File: config.mk
export PLATFORM = sky130hd
export DESIGN_NAME = urv_dm_arbiter_flat
export DESIGN_NICKNAME = d
export VERILOG_FILES = /design/src/rtl/urv_dm_arbiter_pkg.sv /design/src/rtl/urv_dm_arbiter_if.sv /design/src/rtl/urv_dm_arbiter.sv /design/src/flat_wrapper.sv
export SDC_FILE = /design/constraint.sdc
export NUM_CORES = 1
export LEC_CHECK = 0
export CAP_MARGIN = 40
export CORE_MARGIN = 2
export CORE_UTILIZATION = 40
export DETAILED_ROUTE_END_ITERATION = 12
export DONT_BUFFER_PORTS = 1
export PLACE_DENSITY = 0.51
export SYNTH_ARGS = -nofsm -noshare
export SYNTH_HDL_FRONTEND = slang
export SYNTH_SLANG_ARGS = --single-unit
File: constraint.sdc
create_clock -name clk_i -period 2.2 [get_ports clk_i]
set_clock_uncertainty 0.2 [all_clocks]
set_input_delay 0.44 -clock clk_i [delete_from_list [all_inputs] [get_ports clk_i]]
set_output_delay 0.44 -clock clk_i [all_outputs]
set_load 0.01 [all_outputs]
File: src/rtl/urv_dm_arbiter_pkg.sv
// Shared types for the urv data-memory arbiter: FSM states, owner codes and the latched transfer.
package urv_dm_arbiter_pkg;

   typedef enum logic [1:0] {
      StIdle     = 2'd0,
      StBusyCore = 2'd1,
      StBusyAux  = 2'd2
   } arb_state_e;

   localparam logic OwnerCore = 1'b0;
   localparam logic OwnerAux  = 1'b1;

   typedef struct packed {
      logic [31:0] addr;
      logic [31:0] wdata;
      logic [3:0]  sel;
      logic        load;
      logic        store;
   } xfer_t;

   // A requester presenting load and store together gets a store.
   function automatic xfer_t make_xfer(input logic [31:0] addr, input logic [31:0] wdata,
                                       input logic [3:0] sel, input logic load,
                                       input logic store);
      xfer_t x;
      x.addr  = addr;
      x.wdata = wdata;
      x.sel   = sel;
      x.load  = load & ~store;
      x.store = store;
      return x;
   endfunction

endpackage

File: src/rtl/urv_dm_arbiter_if.sv
// Bundle of core, aux and memory-side signals around the data-memory arbiter.
interface urv_dm_arbiter_if;

   logic [31:0] c_addr_i;
   logic [31:0] c_wdata_i;
   logic [3:0]  c_sel_i;
   logic        c_load_i;
   logic        c_store_i;
   logic        c_ack_o;
   logic [31:0] c_rdata_o;
   logic        c_err_o;

   logic [31:0] a_addr_i;
   logic [31:0] a_wdata_i;
   logic [3:0]  a_sel_i;
   logic        a_load_i;
   logic        a_store_i;
   logic        a_ack_o;
   logic [31:0] a_rdata_o;
   logic        a_err_o;

   logic [31:0] m_addr_o;
   logic [31:0] m_wdata_o;
   logic [3:0]  m_sel_o;
   logic        m_load_o;
   logic        m_store_o;
   logic        m_ack_i;
   logic [31:0] m_rdata_i;

   logic        owner_o;
   logic        busy_o;

   modport slave (
      input  c_addr_i, c_wdata_i, c_sel_i, c_load_i, c_store_i,
      input  a_addr_i, a_wdata_i, a_sel_i, a_load_i, a_store_i,
      input  m_ack_i, m_rdata_i,
      output c_ack_o, c_rdata_o, c_err_o,
      output a_ack_o, a_rdata_o, a_err_o,
      output m_addr_o, m_wdata_o, m_sel_o, m_load_o, m_store_o,
      output owner_o, busy_o
   );

   modport master (
      output c_addr_i, c_wdata_i, c_sel_i, c_load_i, c_store_i,
      output a_addr_i, a_wdata_i, a_sel_i, a_load_i, a_store_i,
      output m_ack_i, m_rdata_i,
      input  c_ack_o, c_rdata_o, c_err_o,
      input  a_ack_o, a_rdata_o, a_err_o,
      input  m_addr_o, m_wdata_o, m_sel_o, m_load_o, m_store_o,
      input  owner_o, busy_o
   );

endinterface

File: src/rtl/urv_dm_arbiter.sv
// Core-priority arbiter sharing one single-beat data-memory port with an aux master.
// Define URV_DM_ARB_TIMEOUT_EN to complete stalled transfers with an error after TIMEOUT_CYCLES.
module urv_dm_arbiter
   import urv_dm_arbiter_pkg::*;
#(
   parameter int unsigned AUX_MAX_WAIT   = 4,
   parameter int unsigned TIMEOUT_CYCLES = 255
) (
   input logic             clk_i,
   input logic             rst_n_i,
   urv_dm_arbiter_if.slave bus
);

   localparam logic [3:0] WaitMax = 4'(AUX_MAX_WAIT);

   arb_state_e  state_q, state_d;
   logic [3:0]  wait_q, wait_d;
   logic        owner_q, owner_d;
   logic        busy_q, busy_d;
   xfer_t       xfer_q, xfer_d;
   logic        c_ack_q, c_ack_d, a_ack_q, a_ack_d;
   logic [31:0] c_rdata_q, c_rdata_d, a_rdata_q, a_rdata_d;

   logic c_req, a_req, ack_pending, grant_aux, grant_core, done;

   assign c_req       = bus.c_load_i | bus.c_store_i;
   assign a_req       = bus.a_load_i | bus.a_store_i;
   // Requesters still hold their request during the ack cycle, so no grant is made then.
   assign ack_pending = c_ack_q | a_ack_q;
   assign grant_aux   = (state_q == StIdle) && !ack_pending && a_req &&
                        (!c_req || (wait_q == WaitMax));
   assign grant_core  = (state_q == StIdle) && !ack_pending && c_req && !grant_aux;

`ifdef URV_DM_ARB_TIMEOUT_EN
   localparam logic [7:0] TmoLast = 8'(TIMEOUT_CYCLES - 1);

   logic [7:0] tmo_cnt_q, tmo_cnt_d;
   logic       c_err_q, c_err_d, a_err_q, a_err_d;
   logic       tmo_hit;

   assign tmo_hit = (tmo_cnt_q == TmoLast);
   assign done    = bus.m_ack_i | tmo_hit;
`else
   assign done    = bus.m_ack_i;
`endif

   always_comb begin
      state_d   = state_q;
      wait_d    = a_req ? wait_q : 4'd0;
      owner_d   = owner_q;
      busy_d    = busy_q;
      xfer_d    = xfer_q;
      c_ack_d   = 1'b0;
      a_ack_d   = 1'b0;
      c_rdata_d = c_rdata_q;
      a_rdata_d = a_rdata_q;
`ifdef URV_DM_ARB_TIMEOUT_EN
      c_err_d   = 1'b0;
      a_err_d   = 1'b0;
      tmo_cnt_d = tmo_cnt_q;
`endif

      unique case (state_q)
         StIdle: begin
            if (grant_aux) begin
               state_d = StBusyAux;
               owner_d = OwnerAux;
               busy_d  = 1'b1;
               wait_d  = 4'd0;
               xfer_d  = make_xfer(bus.a_addr_i, bus.a_wdata_i, bus.a_sel_i, bus.a_load_i,
                                   bus.a_store_i);
`ifdef URV_DM_ARB_TIMEOUT_EN
               tmo_cnt_d = 8'd0;
`endif
            end else if (grant_core) begin
               state_d = StBusyCore;
               owner_d = OwnerCore;
               busy_d  = 1'b1;
               if (a_req && (wait_q < WaitMax)) wait_d = wait_q + 4'd1;
               xfer_d  = make_xfer(bus.c_addr_i, bus.c_wdata_i, bus.c_sel_i, bus.c_load_i,
                                   bus.c_store_i);
`ifdef URV_DM_ARB_TIMEOUT_EN
               tmo_cnt_d = 8'd0;
`endif
            end
         end
         StBusyCore, StBusyAux: begin
            if (done) begin
               state_d      = StIdle;
               busy_d       = 1'b0;
               xfer_d.load  = 1'b0;
               xfer_d.store = 1'b0;
               if (state_q == StBusyCore) begin
                  c_ack_d = 1'b1;
                  if (bus.m_ack_i) begin
                     if (xfer_q.load) c_rdata_d = bus.m_rdata_i;
                  end
`ifdef URV_DM_ARB_TIMEOUT_EN
                  else begin
                     c_err_d   = 1'b1;
                     c_rdata_d = 32'd0;
                  end
`endif
               end else begin
                  a_ack_d = 1'b1;
                  if (bus.m_ack_i) begin
                     if (xfer_q.load) a_rdata_d = bus.m_rdata_i;
                  end
`ifdef URV_DM_ARB_TIMEOUT_EN
                  else begin
                     a_err_d   = 1'b1;
                     a_rdata_d = 32'd0;
                  end
`endif
               end
            end
`ifdef URV_DM_ARB_TIMEOUT_EN
            else begin
               tmo_cnt_d = tmo_cnt_q + 8'd1;
            end
`endif
         end
         default: begin
            state_d      = StIdle;
            busy_d       = 1'b0;
            xfer_d.load  = 1'b0;
            xfer_d.store = 1'b0;
         end
      endcase
   end

   always_ff @(posedge clk_i or negedge rst_n_i) begin
      if (!rst_n_i) begin
         state_q   <= StIdle;
         wait_q    <= 4'd0;
         owner_q   <= OwnerCore;
         busy_q    <= 1'b0;
         xfer_q    <= '0;
         c_ack_q   <= 1'b0;
         a_ack_q   <= 1'b0;
         c_rdata_q <= 32'd0;
         a_rdata_q <= 32'd0;
      end else begin
         state_q   <= state_d;
         wait_q    <= wait_d;
         owner_q   <= owner_d;
         busy_q    <= busy_d;
         xfer_q    <= xfer_d;
         c_ack_q   <= c_ack_d;
         a_ack_q   <= a_ack_d;
         c_rdata_q <= c_rdata_d;
         a_rdata_q <= a_rdata_d;
      end
   end

`ifdef URV_DM_ARB_TIMEOUT_EN
   always_ff @(posedge clk_i or negedge rst_n_i) begin
      if (!rst_n_i) begin
         tmo_cnt_q <= 8'd0;
         c_err_q   <= 1'b0;
         a_err_q   <= 1'b0;
      end else begin
         tmo_cnt_q <= tmo_cnt_d;
         c_err_q   <= c_err_d;
         a_err_q   <= a_err_d;
      end
   end

   assign bus.c_err_o = c_err_q;
   assign bus.a_err_o = a_err_q;
`else
   assign bus.c_err_o = 1'b0;
   assign bus.a_err_o = 1'b0;
`endif

   assign bus.c_ack_o   = c_ack_q;
   assign bus.c_rdata_o = c_rdata_q;
   assign bus.a_ack_o   = a_ack_q;
   assign bus.a_rdata_o = a_rdata_q;
   assign bus.m_addr_o  = xfer_q.addr;
   assign bus.m_wdata_o = xfer_q.wdata;
   assign bus.m_sel_o   = xfer_q.sel;
   assign bus.m_load_o  = xfer_q.load;
   assign bus.m_store_o = xfer_q.store;
   assign bus.owner_o   = owner_q;
   assign bus.busy_o    = busy_q;

endmodule
File: src/flat_wrapper.sv
// flat-port wrapper written by rule: the top's interface ports become plain ports
module urv_dm_arbiter_flat import urv_dm_arbiter_pkg::*;
#(
   parameter int unsigned AUX_MAX_WAIT   = 4,
   parameter int unsigned TIMEOUT_CYCLES = 255
)
  (clk_i, rst_n_i, bus_c_addr_i, bus_c_wdata_i, bus_c_sel_i, bus_c_load_i, bus_c_store_i, bus_a_addr_i, bus_a_wdata_i, bus_a_sel_i, bus_a_load_i, bus_a_store_i, bus_m_ack_i, bus_m_rdata_i, bus_c_ack_o, bus_c_rdata_o, bus_c_err_o, bus_a_ack_o, bus_a_rdata_o, bus_a_err_o, bus_m_addr_o, bus_m_wdata_o, bus_m_sel_o, bus_m_load_o, bus_m_store_o, bus_owner_o, bus_busy_o);
  urv_dm_arbiter_if bus_i ();
  input logic clk_i;
  input logic rst_n_i;
  input wire logic [$bits(bus_i.c_addr_i)-1:0] bus_c_addr_i;
  input wire logic [$bits(bus_i.c_wdata_i)-1:0] bus_c_wdata_i;
  input wire logic [$bits(bus_i.c_sel_i)-1:0] bus_c_sel_i;
  input wire logic [$bits(bus_i.c_load_i)-1:0] bus_c_load_i;
  input wire logic [$bits(bus_i.c_store_i)-1:0] bus_c_store_i;
  input wire logic [$bits(bus_i.a_addr_i)-1:0] bus_a_addr_i;
  input wire logic [$bits(bus_i.a_wdata_i)-1:0] bus_a_wdata_i;
  input wire logic [$bits(bus_i.a_sel_i)-1:0] bus_a_sel_i;
  input wire logic [$bits(bus_i.a_load_i)-1:0] bus_a_load_i;
  input wire logic [$bits(bus_i.a_store_i)-1:0] bus_a_store_i;
  input wire logic [$bits(bus_i.m_ack_i)-1:0] bus_m_ack_i;
  input wire logic [$bits(bus_i.m_rdata_i)-1:0] bus_m_rdata_i;
  output wire logic [$bits(bus_i.c_ack_o)-1:0] bus_c_ack_o;
  output wire logic [$bits(bus_i.c_rdata_o)-1:0] bus_c_rdata_o;
  output wire logic [$bits(bus_i.c_err_o)-1:0] bus_c_err_o;
  output wire logic [$bits(bus_i.a_ack_o)-1:0] bus_a_ack_o;
  output wire logic [$bits(bus_i.a_rdata_o)-1:0] bus_a_rdata_o;
  output wire logic [$bits(bus_i.a_err_o)-1:0] bus_a_err_o;
  output wire logic [$bits(bus_i.m_addr_o)-1:0] bus_m_addr_o;
  output wire logic [$bits(bus_i.m_wdata_o)-1:0] bus_m_wdata_o;
  output wire logic [$bits(bus_i.m_sel_o)-1:0] bus_m_sel_o;
  output wire logic [$bits(bus_i.m_load_o)-1:0] bus_m_load_o;
  output wire logic [$bits(bus_i.m_store_o)-1:0] bus_m_store_o;
  output wire logic [$bits(bus_i.owner_o)-1:0] bus_owner_o;
  output wire logic [$bits(bus_i.busy_o)-1:0] bus_busy_o;
  assign bus_i.c_addr_i = bus_c_addr_i;
  assign bus_i.c_wdata_i = bus_c_wdata_i;
  assign bus_i.c_sel_i = bus_c_sel_i;
  assign bus_i.c_load_i = bus_c_load_i;
  assign bus_i.c_store_i = bus_c_store_i;
  assign bus_i.a_addr_i = bus_a_addr_i;
  assign bus_i.a_wdata_i = bus_a_wdata_i;
  assign bus_i.a_sel_i = bus_a_sel_i;
  assign bus_i.a_load_i = bus_a_load_i;
  assign bus_i.a_store_i = bus_a_store_i;
  assign bus_i.m_ack_i = bus_m_ack_i;
  assign bus_i.m_rdata_i = bus_m_rdata_i;
  assign bus_c_ack_o = bus_i.c_ack_o;
  assign bus_c_rdata_o = bus_i.c_rdata_o;
  assign bus_c_err_o = bus_i.c_err_o;
  assign bus_a_ack_o = bus_i.a_ack_o;
  assign bus_a_rdata_o = bus_i.a_rdata_o;
  assign bus_a_err_o = bus_i.a_err_o;
  assign bus_m_addr_o = bus_i.m_addr_o;
  assign bus_m_wdata_o = bus_i.m_wdata_o;
  assign bus_m_sel_o = bus_i.m_sel_o;
  assign bus_m_load_o = bus_i.m_load_o;
  assign bus_m_store_o = bus_i.m_store_o;
  assign bus_owner_o = bus_i.owner_o;
  assign bus_busy_o = bus_i.busy_o;
  urv_dm_arbiter #(.AUX_MAX_WAIT(AUX_MAX_WAIT), .TIMEOUT_CYCLES(TIMEOUT_CYCLES)) u_core (.clk_i(clk_i), .rst_n_i(rst_n_i), .bus(bus_i));
endmodule
==> metrics.md, run 1 <==
| Metric | Value |
|---|---|
| Sequential power share | `46.7%` |
| Antenna violations before repair | `0` |
| Cells after Synth | `497` |
| Vias in the first global route | `~4,000` |
| Flip-flop and latch count after synthesis | `144` |
| WL met2 | `7.63 mm` |
| Placer Congestion | `0.776` |
| MaxCap Viol Count | `0` |
| Internal | `7.29 mW` |
| Cell accounting for the most synthesized area | `dfrtp_1` |
| Worst min-delay path class | `in2async` |
| Required time reported for the critical path endpoint | `approximately 2.3 ns` |
| Fraction of registers with async set/reset | `100%` |
| Number of synthesis warnings | `0` |
| LEAKAGE | `~3.7 nW` |
| Number of diodes added for antenna fixing | `0` |
| Most common library cells after synthesis | `dfrtp_1 (144), nor2_1 (71), a21oi_1 (70), mux2i_1 (68), mux2_2 (34)` |
| Clk_lat worst skew | `0.41 ns` |
| Power Total | `11.5 mW` |
| Status | `finished with violations` |
| Max-slew violations | `0` |
| Least setup slack across all paths after layout | `0.0997 ns` |
| First-pass iteration count of the detailed router | `5` |
| Maximum number of pins on one net before global-route repair | `145` |
| Mean instance size in the synthesized netlist | `between 10 and 15 um^2` |
| Distinct cell type count after synthesis | `33` |
| Share of total power in combinational logic | `between 20% and 30%` |
| Global-route wire length before repair | `21.3 mm` |
| Total number of vias | `3,901` |
| Cell row count | `45` |
| Setup WS pre-CTS | `-0.0225 ns` |
| Post-detailed-route DRC marker count | `0` |
| Setup repair after global routing missed its margin | `no` |
| CP endpoint kind | `flip-flop` |
| CTS Hold Bufs | `33` |
| DR vias/cell | `5.31` |
| Average wire per cell in the routed design | `19.7 um` |
| Fin. Hold Viols | `144` |
| Growth of design area from synthesis to finish | `19.5%` |
| P per Cell Area | `1550 nW/um^2` |
| Placed wire-length estimate after detailed placement | `10.1 mm` |
| Die X-Extent | `129 um` |
| Global route overflow | `0` |
| CTS sink count | `about 140` |
| Critical path data arrival time | `approximately 2.2 ns` |
| Number of synthesized flops with an enable pin | `0` |
| Library cell with the highest instance count after synthesis | `dfrtp_1` |
| Global router's overall resource usage | `roughly 17%` |
| Most instantiated flip-flop cell in the synthesis netlist | `dfrtp_1` |
| Post-route ant nets | `0` |
| Fraction of layout instances using a drive strength above 1 | `15.9%` |
| Proportion of netlist area held by the largest area contributor | `58.0%` |
| Min Hold Slack | `-0.478 ns` |
| Largest fanout of any net on the critical path | `25` |
| Cts bufs inserted | `17` |
| M1 wire length | `5.15 mm` |
| Root buffer selected by CTS | `clkbuf_16` |
| Max Clock Freq | `roughly 480 MHz` |
| Clock-pin slew reported for the worst setup and hold paths after clock tree synthesis | `0.06 ns` |
| Failing checks | `hold timing` |
| Worst IR drop on VDD | `0.758 mV` |
| DR WL met3 | `1.46 mm` |
| Buffers from clock root to sink, at most | `2` |
| Switching share of power | `36.5%` |
| Core footprint | `15,200 um^2` |
| Initial drt markers | `146` |
| Count of nets after finishing | `714` |
| Starting density of the core | `40.9%` |
| DIE AREA | `16,600 um^2` |
| Shortest clock period the worst path allows after layout | `between 2 and 2.5 ns` |
| Port Buffers | `0` |
| Relative contribution of the clock network to total power | `24.2%` |
| Final count of negative-setup-slack endpoints | `0` |
| Final Routed Wirelength | `14.5 mm` |
| Combined area of all synthesized cells | `roughly 6200 um^2` |
| Net switching power | `4.20 mW` |
| Share of the cycle needed by the critical path after routing | `95.5%` |
| Y dimension of the die | `129 um` |
| Uppermost routed layer | `met4` |
| I/O pin count | `315` |
| Cells taking the most area after synthesis | `dfrtp_1 (58%), mux2i_1 (11%), mux2_2 (6.2%)` |
| Startpoint class of the critical path | `flip-flop` |
| Placed cell area | `roughly 6400 um^2` |
| Critical path start-end classification | `reg2reg` |
| H-tree depth | `4` |
| Final design area excluding fillers | `approximately 7400 um^2` |
| TritonCTS clock tree | `built` |
| Sequential fraction of the synthesis area | `58.0%` |
==> through the flow <==
step	utilization, %	instances	TNS, ns
after floorplan	-	498	0
after global placement	42.1	666	0
after detailed placement	42.1	666	-0.0372
after CTS	48.2	730	-0.0184
after global routing	48.8	735	0
final	48.8	735	0
==> worst paths after layout <==
check / from / to / slack [ns] / cells past startpoint
max in group asynchronous: rst_n_i / u_core.bus.c_rdata_o[27] / 2.00 / 0
hold / removal: rst_n_i / u_core.bus.a_rdata_o[13] / -0.48 / 0
setup reg to reg: u_core.wait_q[0] / u_core.bus.m_wdata_o[27] / 0.1 / 8
hold reg to reg: u_core.state_q[1] / u_core.state_q[1] / 0.29 / 1
min in group clk_i: bus_m_ack_i / u_core.state_q[1] / 0.03 / 2
setup / recovery: u_core.wait_q[0] / u_core.bus.m_wdata_o[27] / 0.1 / 8
==> sequential cells by signal (all words and copies together), names as in the netlist <==
signal                cells
u_core.bus.m_load_o       1
u_core.bus.m_sel_o        4
u_core.bus.busy_o         1
u_core.wait_q             4
u_core.bus.m_store_o      1
u_core.bus.a_ack_o        1
u_core.bus.owner_o        1
u_core.bus.m_wdata_o     32
u_core.state_q            2
u_core.bus.a_rdata_o     32
u_core.bus.m_addr_o      32
u_core.bus.c_ack_o        1
u_core.bus.c_rdata_o     32
==> critical path: stages (launching register included) <==
cell,delay (ns)
dfrtp_1,0.39
inv_1,0.06
ha_1,0.18
and3b_1,0.22
o211ai_4,0.24
buf_12,0.15
buf_12,0.19
mux2i_2,0.25
a21oi_1,0.09
==> layout make-up <==
class,instances,area (um^2)
clock buffers,21,460
multi-input cells,313,2360
repair buffers,50,616
inverters,9,33.8
clock inverters,10,113
well taps,188,235
flip-flops and latches,144,3600
fillers,1352,7780
==> power by group through the flow <==
stage | Clock (mW) | Sequential (mW) | Combinational, mW
2_1_floorplan | 0 | 5.06 | 2.54
3_3_place_gp | 0 | 5.43 | 2.97
3_5_place_dp | 0 | 5.44 | 3.11
4_1_cts | 2.88 | 5.41 | 3.17
5_1_grt | 3.00 | 5.52 | 3.75
6_report | 2.78 | 5.37 | 3.34
==> logic make-up (layout without fill, tap and decap cells) <==
group                      after synthesis  count (layout)  share of synthesized area [%]
AOI/OAI and AO/OA                       84              84                           7.49
adders and majority gates                4               4                          0.805
buffers and inverters                   41              90                           4.69
DFF                                    144             144                           58.0
muxes                                  132             132                           22.5
other                                    1               2                         0.0603
and+or+nand+nor                         91              91                           6.44
==> timing repair <==
item                                    4_1_cts  5_1_grt
endpoints found under the setup margin        2       70
endpoints found under the hold margin       210      144
buffers inserted                              0        4
gates cloned                                  0        1
pin swaps                                     0        1
resized for setup                             3        5
==> cells in the final DEF (no fill, tap or decap), types with 8 or more instances in the layout <==
cell type / netlist / layout
dlygate4sd3_1: 0 / 33
dfrtp_1: 144 / 144
clkbuf_16: 0 / 18
nor2_1: 71 / 71
buf_12: 5 / 8
a21oi_1: 70 / 70
mux2_2: 34 / 34
mux2i_1: 68 / 65
inv_1: 9 / 9
mux2_1: 30 / 30
==> per-layer routing <==
metal	up-vias	GRT usage, %
met1	1875	17.7
met5	-	0
met2	193	30.0
met4	0	6.46
met3	15	7.78
li1	1818	-
(Power assumes the default switching activity.)
==> run 2: changes to the inputs <==
- GPL_TIMING_DRIVEN: default -> 0
==> run 2 against run 1 <==
Net effect:
- the flow still finishes with violations (hold timing)
- non-clock buffer count increased by 21
- power increased by 1.7%
- core utilization increased by 0.59 points
- sequential power about the same
- die area unchanged
- flip-flop and latch count unchanged
- largest power group unchanged
- global-route usage increased by 1.0 points
- critical path depth unchanged
- critical endpoint is now u_core.bus.m_addr_o[26]
- wire length increased by 5.4%
- combinational power about the same
==> metrics.md, run 2 (synthesis gave the netlist of run 1 again) <==
| Metric | Value |
|---|---|
| Average wire per cell in the routed design | `between 20 and 25 um` |
| Total number of vias | `3,962` |
| Clk_lat worst skew | `0.41 ns` |
| Post-route ant nets | `0` |
| Global router's overall resource usage | `18.0%` |
| Final Routed Wirelength | `15.2 mm` |
| Min Hold Slack | `-0.476 ns` |
| Shortest clock period the worst path allows after layout | `2.15 ns` |
| Vias in the first global route | `4,180` |
| Status | `finished with violations` |
| Setup WS pre-CTS | `-0.115 ns` |
| Final count of negative-setup-slack endpoints | `0` |
| Growth of design area from synthesis to finish | `20.9%` |
| Crit-path most repeated cell | `buf_12` |
| Core footprint | `15,200 um^2` |
| Worst max-slew margin expressed relative to the limit | `between 50% and 60%` |
| Max-slew violations | `0` |
| Least setup slack across all paths after layout | `about 0.053 ns` |
| Antenna violations before repair | `0` |
| Global route overflow | `0` |
| Commonest cells after routing, fill and taps aside | `dfrtp_1 (144), nor2_1 (71), a21oi_1 (70), mux2i_1 (65), mux2_2 (34)` |
| Final design area excluding fillers | `7520 um^2` |
| Placed wire-length estimate after detailed placement | `11.2 mm` |
| Placed cell area | `6450 um^2` |
| Critical Path, Cell by Cell | `inv_1, ha_1, and3b_1, o211ai_4, buf_12, buf_12, mux2i_1, a21oi_1` |
| Depth of the worst register-to-register path | `8` |
| Maximum number of pins on one net before global-route repair | `145` |
| Cell row count | `45` |
| Beginning of the critical path | `u_core.wait_q[0]` |
| Clock-pin slew reported for the worst setup and hold paths after clock tree synthesis | `0.06 ns` |
| Failing checks | `hold timing` |
| Worst min-delay path class | `in2async` |
| Largest fanout of any net on the critical path | `10` |
| P per Cell Area | `around 1600 nW/um^2` |
| Initial drt markers | `100` |
| Area occupied by multi-input gates | `2370 um^2` |
| Cts bufs inserted | `17` |
| LEAKAGE | `3.73 nW` |
| Max incr delay on CP | `0.37 ns` |
| Max Clock Freq | `between 400 and 500 MHz` |
| Worst IR drop on VDD | `0.576 mV` |
| Fraction of layout instances using a drive strength above 1 | `19.0%` |
| MaxCap Viol Count | `0` |
| CP Depth | `8` |
| Critical path data arrival time | `2.23 ns` |
| Fin. Hold Viols | `144` |
| DIE AREA | `16,600 um^2` |
| Required time reported for the critical path endpoint | `about 2.3 ns` |
| Count of nets after finishing | `735` |
| Master of the slowest instance on the critical path | `dfrtp_1` |
| Global-route wire length before repair | `22.4 mm` |
| Bufs and invs on worst path | `3` |
| CTS Hold Bufs | `33` |
| Most frequent standard cell in the layout excluding fill and tap cells | `dfrtp_1` |
| Worst-margin pin slew | `0.625 ns` |
| Storage element area | `approximately 3600 um^2` |
| Die X-Extent | `129 um` |
| TritonCTS clock tree | `built` |
| R2R Path Start | `u_core.wait_q[0]` |
| Starting density of the core | `between 40 and 50%` |
| DR vias/cell | `5.23` |
| H-tree depth | `4` |
| Placer Congestion | `roughly 0.77` |
| Top delay family on crit path | `buffers and inverters` |
| Post-detailed-route DRC marker count | `0` |
| Buffers from clock root to sink, at most | `2` |
| Reg2reg end | `u_core.bus.m_addr_o[26]` |
| I/O pin count | `315` |
| First-pass iteration count of the detailed router | `4` |
| Capture point of the worst path | `u_core.bus.m_addr_o[26]` |
| Root buffer selected by CTS | `clkbuf_16` |
| CTS sink count | `between 100 and 150` |
| Port Buffers | `0` |
| Startpoint class of the critical path | `flip-flop` |
| Share of the cycle needed by the critical path after routing | `97.6%` |
| CP endpoint kind | `flip-flop` |
| Minimum setup slack among reg-to-reg paths | `between 0.05 and 0.06 ns` |
| Y dimension of the die | `roughly 130 um` |
| Critical path start-end classification | `reg2reg` |
| Number of fillers in the final layout | `1,386` |
-- run 2: cell types whose count changed in the layout (fill, tap and decap cells not counted), moves of 3 or more --
cell / delta
buf_12: -3
buf_4: +11
buf_2: +11
clkbuf_4: +4
-- run 2: cell type report --
class / count / share of cell area [%]
tap: 188 / 3.13
clock inverter: 8 / 1.68
clock buffer: 24 / 6.54
multi-input combinational: 313 / 31.5
timing repair buffer: 39 / 4.99
sequential: 144 / 47.9
antenna: 1 / 0.0333
inverter: 9 / 0.449
buffer: 32 / 3.71
-- run 2: metal layers --
metal / vias to the layer above / track usage [%] / routed length (um)
li1: 1837 / - / -
met1: 1909 / 19.4 / 5570
met2: 191 / 30.8 / 7860
met3: 25 / 7.48 / 1460
met4: 0 / 8.50 / 350
met5: - / 0 / 0
-- run 2: where the power goes --
group	internal (mW)	switching, mW	total (mW)	leakage [nW]
Combinational	1.60	1.73	3.33	1.69
Clock	1.91	1.05	2.96	0.305
Sequential	3.89	1.50	5.39	1.73
-- run 2: worst min-delay path by stage --
stage,slack (ns),endpoint,from,cells after the start
finish,-0.48,u_core.bus.a_rdata_o[12],rst_n_i,0
global placement,-0.05,u_core.bus.a_rdata_o[12],rst_n_i,0
global route,-0.51,u_core.bus.c_rdata_o[12],rst_n_i,0
CTS,-0.50,u_core.bus.c_rdata_o[12],rst_n_i,0
detailed placement,-0.05,u_core.bus.c_rdata_o[12],rst_n_i,0
floorplan,-0.06,u_core.bus.a_ack_o,rst_n_i,0
-- run 2: timing repair --
item,4_1_cts,5_1_grt
setup endpoints to repair,4,67
buffers inserted,2,4
resized for setup,4,15
endpoints found under the hold margin,210,144
pin swaps,1,1
-- run 2: through the flow --
| step | hold WS, ns | TNS [ns] | util, % | total power, mW | instances |
|---|---|---|---|---|---|
| finish | -0.476 | 0 | 49.4 | 11.7 | 758 |
| global route | -0.509 | -0.0806 | 49.4 | 12.4 | 757 |
| global placement | -0.0519 | -0.0414 | 42.5 | 8.46 | 686 |
| CTS | -0.499 | 0 | 48.9 | 11.7 | 753 |
| detailed placement | -0.0522 | -0.193 | 42.5 | 8.59 | 686 |
| floorplan | -0.0556 | 0 | - | 7.60 | 498 |
-- run 2: worst register-to-register path, cell delays in order, from the launching register on --
cell	delay, ns
dfrtp_1	0.37
inv_1	0.05
ha_1	0.19
and3b_1	0.24
o211ai_4	0.29
buf_12	0.19
buf_12	0.15
mux2i_1	0.25
a21oi_1	0.09
